===== src/rtl/alu_mc.sv =====
// alu_mc: multi-cycle ALU for the execute stage.
// Single-cycle ops (AND/OR/ADD/SUB/SLT/NOR) complete at the accepting edge;
// MULU (shift-add) and, when ALU_MC_DIV_EN is defined, DIVU/REMU (restoring
// divide) take exactly WIDTH clocks behind a start/busy/done handshake.
// Without ALU_MC_DIV_EN the divider is not built and 1001/1010 behave as ADD.
//
// state | meaning
// ------+-----------------------------------------------------------
// IDLE  | waiting for start_i; single-cycle ops complete from here
// MUL   | shift-add multiply, one multiplier bit per clock
// DIV   | restoring divide, one quotient bit per clock

module alu_mc #(
    parameter int WIDTH = 32,
    parameter int CNT_W = $clog2(WIDTH) + 1
) (
    input  logic             clk_i,
    input  logic             rst_i,
    input  logic             start_i,
    input  logic [WIDTH-1:0] src1_i,
    input  logic [WIDTH-1:0] src2_i,
    input  logic [3:0]       ctrl_i,
    output logic [WIDTH-1:0] result_o,
    output logic             zero_o,
    output logic             busy_o,
    output logic             done_o
);

    typedef enum logic [1:0] {
        IDLE = 2'd0,
        MUL  = 2'd1,
        DIV  = 2'd2
    } state_t;

    localparam logic [3:0] OP_AND  = 4'b0000;
    localparam logic [3:0] OP_OR   = 4'b0001;
    localparam logic [3:0] OP_SUB  = 4'b0110;
    localparam logic [3:0] OP_SLT  = 4'b0111;
    localparam logic [3:0] OP_NOR  = 4'b1100;
    localparam logic [3:0] OP_MULU = 4'b1000;
    localparam logic [3:0] OP_DIVU = 4'b1001;
    localparam logic [3:0] OP_REMU = 4'b1010;

    state_t           state;
    state_t           state_nxt;
    logic [CNT_W-1:0] cnt;
    // op_a: multiplicand (shifts left) or dividend/quotient (shifts left)
    // op_b: multiplier (shifts right) or divisor (static)
    // acc:  partial product or partial remainder
    logic [WIDTH-1:0] op_a;
    logic [WIDTH-1:0] op_b;
    logic [WIDTH-1:0] acc;

    logic             is_mul;
    logic             is_div;
    logic             last_iter;
    logic [WIDTH-1:0] alu_res;
    logic [WIDTH-1:0] mul_acc_nxt;

    assign is_mul    = (ctrl_i == OP_MULU);
    assign last_iter = (cnt == CNT_W'(WIDTH - 1));
    assign busy_o    = (state != IDLE);
    assign zero_o    = (result_o == '0);

`ifdef ALU_MC_DIV_EN
    logic             op_rem;
    logic [WIDTH:0]   rem_shift;
    logic [WIDTH-1:0] div_diff;
    logic             div_ok;
    logic [WIDTH-1:0] rem_nxt;
    logic [WIDTH-1:0] quo_nxt;

    assign is_div = (ctrl_i == OP_DIVU) || (ctrl_i == OP_REMU);

    // One restoring-divide step; a zero divisor never borrows, which yields
    // an all-ones quotient and a remainder equal to the dividend.
    always_comb begin
        rem_shift = {acc, op_a[WIDTH-1]};
        div_ok    = (rem_shift >= {1'b0, op_b});
        div_diff  = rem_shift[WIDTH-1:0] - op_b;
        rem_nxt   = div_ok ? div_diff : rem_shift[WIDTH-1:0];
        quo_nxt   = {op_a[WIDTH-2:0], div_ok};
    end
`else
    assign is_div = 1'b0;
`endif

    // Single-cycle result from the live operands; unknown codes add.
    always_comb begin
        alu_res = src1_i + src2_i;
        case (ctrl_i)
            OP_AND: alu_res = src1_i & src2_i;
            OP_OR:  alu_res = src1_i | src2_i;
            OP_SUB: alu_res = src1_i - src2_i;
            OP_SLT: alu_res = {{(WIDTH-1){1'b0}}, ($signed(src1_i) < $signed(src2_i))};
            OP_NOR: alu_res = ~(src1_i | src2_i);
            default: alu_res = src1_i + src2_i;
        endcase
    end

    // One shift-add multiply step.
    assign mul_acc_nxt = acc + (op_b[0] ? op_a : '0);

    // State register.
    always_ff @(posedge clk_i) begin
        if (rst_i) begin
            state <= IDLE;
        end else begin
            state <= state_nxt;
        end
    end

    // Next-state logic: iterative ops leave IDLE, return after WIDTH steps.
    always_comb begin
        state_nxt = state;
        case (state)
            IDLE: begin
                if (start_i) begin
                    if (is_mul) begin
                        state_nxt = MUL;
                    end else if (is_div) begin
                        state_nxt = DIV;
                    end
                end
            end
            MUL: begin
                if (last_iter) begin
                    state_nxt = IDLE;
                end
            end
`ifdef ALU_MC_DIV_EN
            DIV: begin
                if (last_iter) begin
                    state_nxt = IDLE;
                end
            end
`endif
            default: state_nxt = IDLE;
        endcase
    end

    // Datapath, iteration counter and result/done registers.
    always_ff @(posedge clk_i) begin
        if (rst_i) begin
            cnt      <= '0;
            op_a     <= '0;
            op_b     <= '0;
            acc      <= '0;
            result_o <= '0;
            done_o   <= 1'b0;
`ifdef ALU_MC_DIV_EN
            op_rem   <= 1'b0;
`endif
        end else begin
            done_o <= 1'b0;
            case (state)
                IDLE: begin
                    if (start_i) begin
                        if (is_mul || is_div) begin
                            op_a <= src1_i;
                            op_b <= src2_i;
                            acc  <= '0;
                            cnt  <= '0;
`ifdef ALU_MC_DIV_EN
                            op_rem <= (ctrl_i == OP_REMU);
`endif
                        end else begin
                            result_o <= alu_res;
                            done_o   <= 1'b1;
                        end
                    end
                end
                MUL: begin
                    acc  <= mul_acc_nxt;
                    op_a <= op_a << 1;
                    op_b <= op_b >> 1;
                    cnt  <= cnt + CNT_W'(1);
                    if (last_iter) begin
                        result_o <= mul_acc_nxt;
                        done_o   <= 1'b1;
                    end
                end
`ifdef ALU_MC_DIV_EN
                DIV: begin
                    acc  <= rem_nxt;
                    op_a <= quo_nxt;
                    cnt  <= cnt + CNT_W'(1);
                    if (last_iter) begin
                        result_o <= op_rem ? rem_nxt : quo_nxt;
                        done_o   <= 1'b1;
                    end
                end
`endif
                default: begin
                    cnt <= '0;
                end
            endcase
        end
    end

endmodule


===== config.mk =====
export PLATFORM = sky130hd
export DESIGN_NAME = alu_mc
export DESIGN_NICKNAME = d
export VERILOG_FILES = /design/src/rtl/alu_mc.sv
export SDC_FILE = /design/constraint.sdc
export NUM_CORES = 1
export LEC_CHECK = 0
export BUFFER_PORTS_ARGS = -buffer_cell sky130_fd_sc_hd__buf_2
export CAP_MARGIN = 40
export CORE_ASPECT_RATIO = 1.2
export CORE_MARGIN = 1.5
export CORE_UTILIZATION = 53
export DETAILED_ROUTE_END_ITERATION = 7
export PLACE_DENSITY = 0.72
export SLEW_MARGIN = 10
export SYNTH_ARGS = -nofsm -noshare
export SYNTH_HDL_FRONTEND = slang
export SYNTH_SLANG_ARGS = --single-unit
export TNS_END_PERCENT = 100

===== constraint.sdc =====
create_clock -name clk_i -period 7.2 [get_ports clk_i]
set_clock_uncertainty 0.05 [all_clocks]
set_input_delay 1.44 -clock clk_i [delete_from_list [all_inputs] [get_ports clk_i]]
set_output_delay 1.44 -clock clk_i [all_outputs]
set_load 0.01 [all_outputs]

== After elaboration in Yosys (flattened, before gate mapping) ==
Cells that the tools add are included.

* Reduce and logical (&&, ||, !) cells: 9
* Muxes and demuxes: 26
* $add $sub $neg: 4
* $lt $le $gt $ge: 1
* Equality and inequality tests: 11
* Bitwise gates (word level): 3

{| class="wikitable"
|+ Operator list
! operator !! number
|-
| 32-bit two-way mux || 10
|-
| 32-bit one-hot mux with 2 select lines || 4
|-
| 32-bit one-hot mux with 5 select lines || 1
|-
| 32-bit adder || 2
|-
| 32-bit bitwise AND || 1
|-
| 32-bit zero test || 1
|-
| 32-bit < comparator || 1
|-
| 32-bit NOT || 1
|-
| 32-bit bitwise OR || 1
|-
| 32-bit subtractor || 1
|-
| 6-bit two-way mux || 2
|-
| 6-bit one-hot mux with 2 select lines || 1
|-
| 4-bit by 3-bit equality test with 1-bit output (second input constant) || 2
|-
| 4-bit equality test (second input constant) || 2
|-
| 2-bit != test (second input constant) || 4
|-
| 6-bit by 1-bit adder with 6-bit output (second input constant) || 1
|-
| 6-bit by 5-bit equality test with 1-bit output (second input constant) || 1
|-
| 2-bit two-way mux || 3
|-
| 3-bit AND reduction || 2
|-
| 4-bit by 1-bit equality test with 1-bit output (second input constant) || 1
|-
| 4-bit zero test || 1
|-
| 2-bit one-hot mux with 2 select lines || 1
|-
| 4-bit AND reduction || 1
|-
| 2-bit nonzero test || 2
|-
| 5 further kinds || 7
|}

* Register bits: 137
* Input bits: 71

== Longest topological paths before layout ==
Gate-level depths: netlist of the first run.

* Word-level depth: 6
* Depth in mapped cells: 14
* Gate-level depth less buffers: 13

== Least setup slack after synthesis of the first run ==
Ideal clock, no wire load.

* Path type: in2reg
* Start point: input port src1_i[0]
* End point: register result_o[28]
* Stages on the path: 13
* Path slack: 2.892 ns
* Arrival: 4.139 ns
* Cell sequence: inv_1 -> ha_1 -> fa_1 -> o21ba_2 -> or4_1 -> a21oi_1 -> o21ai_0 -> a21oi_1 -> o41a_1 -> a21oi_1 -> a221oi_1 -> a21oi_1 -> a211o_1

* Word-level cells in the longest chain between the ends: 5
* Elaborated cells between the ends (all ways): 6

{| class="wikitable"
|+ RTL lines
! element !! RTL line !! text
|-
| start: declaration || 20 || <nowiki>input logic [WIDTH-1:0] src1_i,</nowiki>
|-
| 32-bit adder / 32-bit subtractor (equally long branches) || 97, 94 ||
|-
| 32-bit one-hot mux with 5 select lines * || 91 || <nowiki>case (ctrl_i)</nowiki>
|-
| 32-bit two-way mux * || 159 || <nowiki>if (is_mul || is_div) begin</nowiki>
|-
| 32-bit two-way mux * || 158 || <nowiki>if (start_i) begin</nowiki>
|-
| 32-bit one-hot mux with 2 select lines * || 156 || <nowiki>case (state)</nowiki>
|-
| end signal: assignment || 168 || <nowiki>result_o <= alu_res;</nowiki>
|-
| end signal: assignment || 179 || <nowiki>result_o <= mul_acc_nxt;</nowiki>
|-
| end: declaration || 23 || <nowiki>output logic [WIDTH-1:0] result_o,</nowiki>
|}

Mark *: on every way between the ends. The rest lies on a longest branch, timed or not. The select of a mux whose other input is x is not followed.
A chain may end at the register's enable or synchronous reset.

== Worst setup path in the final report of the first run ==
Ends and elaborated chain as after synthesis.

==> results of run 1 <==
-- logic make-up after synthesis --
kind of cell | share of synthesized area (%)
buf+inv | 6.77
simple gates | 22.9
fa+ha+maj | 13.3
flops | 21.8
mux | 0.421
compound gates | 31.3
xor+xnor | 3.58
-- layout make-up --
cell class | count | area, um^2
Fill cell | 2234 | 9400
Multi-Input combinational cell | 1414 | 8950
Sequential cell | 136 | 2730
Timing Repair Buffer | 126 | 689
Clock buffer | 18 | 429
Tap cell | 315 | 394
Inverter | 104 | 390
Clock inverter | 13 | 146
-- placed cells by master, fill, tap and decap left out, types with 26 or more instances in the layout --
| cell type | n |
|---|---|
| a21oi_1 | 263 |
| xnor2_1 | 32 |
| inv_1 | 102 |
| nand3_1 | 79 |
| nor3_1 | 31 |
| o21ai_0 | 77 |
| buf_2 | 104 |
| a21o_1 | 28 |
| and2_1 | 38 |
| dfxtp_1 | 135 |
| ha_1 | 128 |
| a22oi_1 | 26 |
| nor2_1 | 206 |
| nand2_1 | 146 |
-- metrics by stage --
step / cells / cell area, um^2
global route: 2126 / 13700
floorplan: 1775 / 12500
CTS: 2126 / 13700
detailed placement: 2095 / 13100
global placement: 2093 / 13100
finish: 2126 / 13700
-- flip-flops by register name, indices dropped and copies added, names as in the netlist --
register / flops
acc: 32
cnt: 6
done_o: 1
op_a: 32
op_b: 32
result_o: 32
state: 1
-- power by group through the flow --
| stage | clock [W] | combinational [W] | sequential [W] |
|---|---|---|---|
| after global routing | 0.000937 | 0.000643 | 0.000803 |
| after floorplan | 0 | 0.000377 | 0.000817 |
| after detailed placement | 0 | 0.000575 | 0.000818 |
| after global placement | 0 | 0.000572 | 0.000818 |
| final | 0.000908 | 0.000594 | 0.000802 |
| after CTS | 0.000909 | 0.000579 | 0.000801 |
-- how the worst min path moves through the flow --
stage	start	endpoint	slack [ps]	cells past startpoint
final	acc[9]$_SDFFE_PP0P_	acc[9]$_SDFFE_PP0P_	410	2
after global routing	acc[7]$_SDFFE_PP0P_	acc[7]$_SDFFE_PP0P_	450	2
after CTS	acc[7]$_SDFFE_PP0P_	acc[7]$_SDFFE_PP0P_	420	2
after detailed placement	acc[7]$_SDFFE_PP0P_	acc[7]$_SDFFE_PP0P_	410	2
after global placement	acc[29]$_SDFFE_PP0P_	acc[29]$_SDFFE_PP0P_	390	2
after floorplan	acc[29]$_SDFFE_PP0P_	acc[29]$_SDFFE_PP0P_	380	2
-- cell usage after synthesis (all sizes together), types with 19 or more instances --
master / n
a22oi: 26
xnor2: 32
nor2: 206
o21ai: 83
clkbuf: 112
nand2: 147
a21oi: 264
xor2: 19
ha: 128
o211ai: 20
nor3: 34
inv: 102
a221oi: 20
and2: 39
nand3: 79
a21o: 28
dfxtp: 136
-- routing by layer --
metal	track usage (%)	vias to the layer above
li1	-	6427
met1	46.7	6310
met2	56.9	616
met3	5.62	114
met4	13.7	0
met5	0	-
-- critical path, delay by kind of cell --
| kind | cells | cell delay (ps) |
|---|---|---|
| buffers and inverters | 2 | 150 |
| AND/OR/NAND/NOR | 1 | 430 |
| adder cells (fa/ha/maj) | 2 | 650 |
| AO/OA/AOI/OAI | 9 | 2270 |
==> results.toml, run 1 <==
[outcome]
run_status = "completed"

[yosys]
edff_count_synth = 0
postSynthRegisterBits = 136
synth.largest_area_cell = "dfxtp_1"
yosys.area.top_type_share_pct = 21.8
syn-instance-count = 1775
ys.flop_type = "dfxtp_1"
synth-warning-count = 0
synth_nets = 1977
synthesized_cell_area_mm2 = 0.0125
most_area_consuming_cells_after_synthesis = "dfxtp_1 (22%), ha_1 (13%), a21oi_1 (11%)"
fraction_of_registers_with_async_set_reset_pct = 0
syn_avg_cell_area_um2 = 7.04
ys_types = 75
portion_of_the_post_synthesis_area_used_by_sequential_elements_pct = 21.8

[worst_setup_path]
critPathMostFrequentCell = "a21oi_1"
setup.worst_path.start_class = "input port"
crit-reg2reg-capture = "acc[29]$_SDFFE_PP0P_"
crit_arrival_ps = 4930
crit-reg2reg-launch = "op_b[0]$_SDFFE_PP0P_"
worst_r2r_path_depth = 13
launch_point_of_the_critical_path = "src1_i[0]"
crit_required_ps = 7470
timing.critical_path.to = "result_o[28]$_SDFFE_PP0P_"
crit_path_cell_trace = "buf_2 > inv_1 > ha_1 > fa_1 > o21ba_2 > or4_1 > a21oi_1 > o21ai_0 > a21oi_1 > o41a_1 > a21oi_1 > a221oi_1 > a21oi_1 > a211o_1"
timing.reg2reg.setup_slack_ps = 2860
cpPeakStageDelay_ps = 500
critPathKind = "in2reg"
timing.critical_path.fanout_max = 5
crit_path_top_delay_cell = "a21oi_1"
setup_crit_end_kind = "flip-flop"

[job]
max-cap-violations = 0

[global_route]
grt_antenna_before_repair = 0
pin_count_of_the_biggest_net_entering_global_routing = 75
all_layer_gr_usage_pct = 35.2
via_count_of_the_first_global_routing_pass = 12400
grt_total_ovfl = 0
grt_pass1_wl_um = 67100

[clock_tree]
cts-resized-gates = 0
cts_buffers = 17
cts-root-to-sink-buffers = 2
worst_setup_hold_path_clk_slew_ps = 70
hold_fix_buffers_cts = 0
cts_num_sinks = 136
postCtsSetupBuffers = 0
ctsHtreeMaxLevel = 4
worstSkewPairLatency_ps = 440
clk_root_buffer_cell = "clkbuf_16"
cts_tree = "yes"

[drt]
dr.max_layer_used = "met4"
wl_met2_um = 19700
drtIter0Drc = 1161
wire_per_inst_um = 20.5
met1_wirelength_um = 18600
drc_errors = 0
finalWirelength_um = 43500
met3WireLength_um = 3730
drt_first_pass_iters = 5
ant_nets = 0
vias_per_cell = 6.33
num_vias = 13500

[placement]
port_buffers = 105
post-dp-hpwl_um = 32400
globalplace.congestion = 0.989
detailedPlace.worstSlack_ps = 2200

[die]
initial_core_util_pct = 54.0
number_of_rows_in_the_core_area = 61
floorplan.core_area_mm2 = 0.0231
ios = 106
die_area_mm2 = 0.0245
die_width_um = 143
chipHeight_um = 171

[sta]
slew_violations = 0
timing_worst_slew_pin_value_ps = 926
slew_headroom_pct = 37.5
rsz0062_at_grt = "no"
postLayoutSetupSlackWorst_ps = 2550
max_clock_freq_ghz = 0.215
post-route-min-period_ps = 4650
setup-violations-final = 0
hold_viol = 0
post_route_fraction_of_the_period_consumed_by_the_critical_path_pct = 64.6
whs_ps = 414
final.setup.tns_ps = 0

[worst_hold_path]
hold_class = "reg2reg"

[layout]
fin_nets = 2001
syn_to_final_growth_pct = 9.88
final_util_pct = 59.3
antennaDiodeCount = 0
final_layout_size_suffix_gt1_share_pct = 9.99

[power]
powerDensity_mw_per_mm2 = 168
power.ir.vdd_worst_mv = 0.154
power_switching_share_pct = 34.9
seqPwrFrac_pct = 34.8
intPower_w = 0.00150
total_power_w = 0.00230
switchingPower_w = 0.000804
pwr-share-clk_pct = 39.4
share_comb_of_total_power_pct = 25.8
leakagePower_nw = 6.04
Note: power is estimated with default switching activity, not from simulation.
==> inputs of run 2 (changes only) <==
Settings changed: ABC_AREA from default to 1.
Clock period 7.2 ns to 4.6 ns, I/O delays scaled along.
==> run 2 against run 1 <==
  * Design area up 12%
  * Non-clock buffer count shrank 3
  * Clock power grew 64%
  * Highest routed layer unchanged
  * Hold slack gained 0.66 ps
  * Core utilization shrank 0.79 points
==> results.toml, run 2 <==
[outcome]
run_status = "completed"

[power]
seqPwrFrac_pct = 33.3
leakagePower_nw = 8.30
powerDensity_mw_per_mm2 = 252
share_comb_of_total_power_pct = 28.2
switchingPower_w = 0.00133
intPower_w = 0.00254
power_switching_share_pct = 34.4
pwr-share-clk_pct = 38.6
power.ir.vdd_worst_mv = 0.268

[sta]
max_clock_freq_ghz = 0.333
whs_ps = 415
hold_viol = 0
rsz0062_at_grt = "no"
final.setup.tns_ps = 0
slew_headroom_pct = 52.1
timing_worst_slew_pin_value_ps = 717
post_route_fraction_of_the_period_consumed_by_the_critical_path_pct = 65.3
slew_violations = 0
post-route-min-period_ps = 3000
setup-violations-final = 0

[yosys]
top_count_cell_post_synth = "nand2_1"
most_area_consuming_cells_after_synthesis = "nand2_1 (21%), dfxtp_1 (19%), ha_1 (11%)"
ys.flop_type = "dfxtp_1"
synth_adder_area_share_pct = 11.8
portion_of_the_post_synthesis_area_used_by_sequential_elements_pct = 19.4
fraction_of_registers_with_async_set_reset_pct = 0
yosys-mux-area-fraction_pct = 0
synth-warning-count = 0
dominant_combinational_cell_family_by_area_after_synthesis = "simple AND/OR/NAND/NOR gates"
synth_xor_area_share_pct = 0.685
synthesized_cell_area_mm2 = 0.0141
syn-instance-count = 2424
synth_compound_area_share_pct = 18.5
post_synth_simple_gate_area_pct = 35.7
yosys.area.top_type_share_pct = 20.6
ys_types = 47
syn_avg_cell_area_um2 = 5.80
edff_count_synth = 0
postSynthRegisterBits = 136
synth_nets = 2626
synth.largest_area_cell = "nand2_1"
netlist_top_cells_count = "nand2_1 (772), inv_1 (373), nor2_1 (175)"

[drt]
vias_per_cell = 5.66
ant_nets = 0
finalWirelength_um = 51000
drt_first_pass_iters = 7
wire_per_inst_um = 18.1
num_vias = 15900
drtIter0Drc = 1383
drc_errors = 0

[clock_tree]
worstSkewPairLatency_ps = 430
worst_setup_hold_path_clk_slew_ps = 60
cts_tree = "yes"
cts-resized-gates = 0
ctsHtreeMaxLevel = 4
cts_buffers = 17
cts-root-to-sink-buffers = 2
hold_fix_buffers_cts = 0
cts_num_sinks = 136
postCtsSetupBuffers = 0
clk_root_buffer_cell = "clkbuf_16"

[worst_setup_path]
timing.reg2reg.setup_slack_ps = 1710
crit_arrival_ps = 3240
setup_crit_end_kind = "flip-flop"
setup.worst_path.start_class = "input port"
crit_required_ps = 4840
timing.critical_path.fanout_max = 3
critPathKind = "in2reg"

[global_route]
grt_pass1_wl_um = 78900
grt_antenna_before_repair = 5
all_layer_gr_usage_pct = 37.1
via_count_of_the_first_global_routing_pass = 14700
grt_total_ovfl = 0
pin_count_of_the_biggest_net_entering_global_routing = 80

[layout]
fillerInstances = 2699
syn_to_final_growth_pct = 9.03
postLayoutCellArea_mm2 = 0.0153
mostFrequentLayoutCells = "nand2_1 (772), inv_1 (372), nor2_1 (175), a21oi_1 (163), nand3_1 (155)"
layout_commonest_cell = "nand2_1"
fin_nets = 2665
final_layout_size_suffix_gt1_share_pct = 8.80

[die]
initial_core_util_pct = 53.7
chipHeight_um = 181
number_of_rows_in_the_core_area = 65
die_area_mm2 = 0.0275
ios = 106
floorplan.core_area_mm2 = 0.0262
die_width_um = 152

[job]
max-cap-violations = 0

[placement]
globalplace.congestion = 1.05
port_buffers = 105
post-dp-hpwl_um = 40500
dpl-instance-area_mm2 = 0.0147

[worst_hold_path]
hold_class = "reg2reg"
[run 2: logic make-up after synthesis]
| logic type | after synthesis |
|---|---|
| buffers and inverters | 484 |
| AOI/OAI and AO/OA | 459 |
| DFF | 136 |
| and+or+nand+nor | 1203 |
| adders and majority gates | 131 |
| xor gates and xnor gates | 11 |
[run 2: final cells by class]
cell class,count,area (um^2),share of cell area [%]
diodes,4,10.0,0.0653
clock buffers,21,482,3.14
clock inverters,11,168,1.09
inverters,381,1430,9.34
multi-input cells,1804,9380,61.2
flip-flops and latches,136,2730,17.8
well taps,335,419,2.73
repair buffers,123,713,4.65
[run 2: routing by layer]
layer | vias to the layer above | track usage, % | part of all wire, %
met5 | - | 0 | 0
met4 | 0 | 13.5 | 3.4
met3 | 97 | 3.39 | 7.3
met2 | 619 | 59.7 | 46
met1 | 7355 | 51.1 | 43
li1 | 7871 | - | -
[run 2: final timing paths]
check	start	endpoint	cells past startpoint
worst min-delay path	acc[0]$_SDFFE_PP0P_	acc[0]$_SDFFE_PP0P_	2
worst max register to register	op_b[0]$_SDFFE_PP0P_	result_o[26]$_SDFFE_PP0P_	18
worst max-delay path	src1_i[0]	result_o[16]$_SDFFE_PP0P_	14
worst min register to register	acc[0]$_SDFFE_PP0P_	acc[0]$_SDFFE_PP0P_	2
[run 2: per-stage QoR]
step                      worst slack, ps  std cells  util [%]  power [W]
after floorplan                      2020       2424         -    0.00201
after global routing                 1370       2815      58.6    0.00404
final                                1600       2815      58.6    0.00387
after CTS                            1710       2811      58.5    0.00385
after detailed placement             1290       2779      56.0    0.00237
after global placement               1340       2776      55.8    0.00235
[run 2: worst max-delay path, stage by stage]
cell and delay [ps]:
buf_2 130, ha_1 200, inv_1 100, fa_1 390, inv_1 100, nand3_1 70, nand3_1 190, nand3_1 150
nand3_1 240, nand2_1 170, nand3_1 110, a21oi_1 70, o21ai_0 300, a21oi_1 110
[run 2: power groups by stage]
stage	registers [W]	logic [W]	clock network [W]
3_3_place_gp	0.00131	0.00104	0
3_5_place_dp	0.00131	0.00106	0
4_1_cts	0.00128	0.00106	0.00150
6_report	0.00129	0.00109	0.00149
2_1_floorplan	0.00130	0.000712	0
5_1_grt	0.00129	0.00120	0.00155
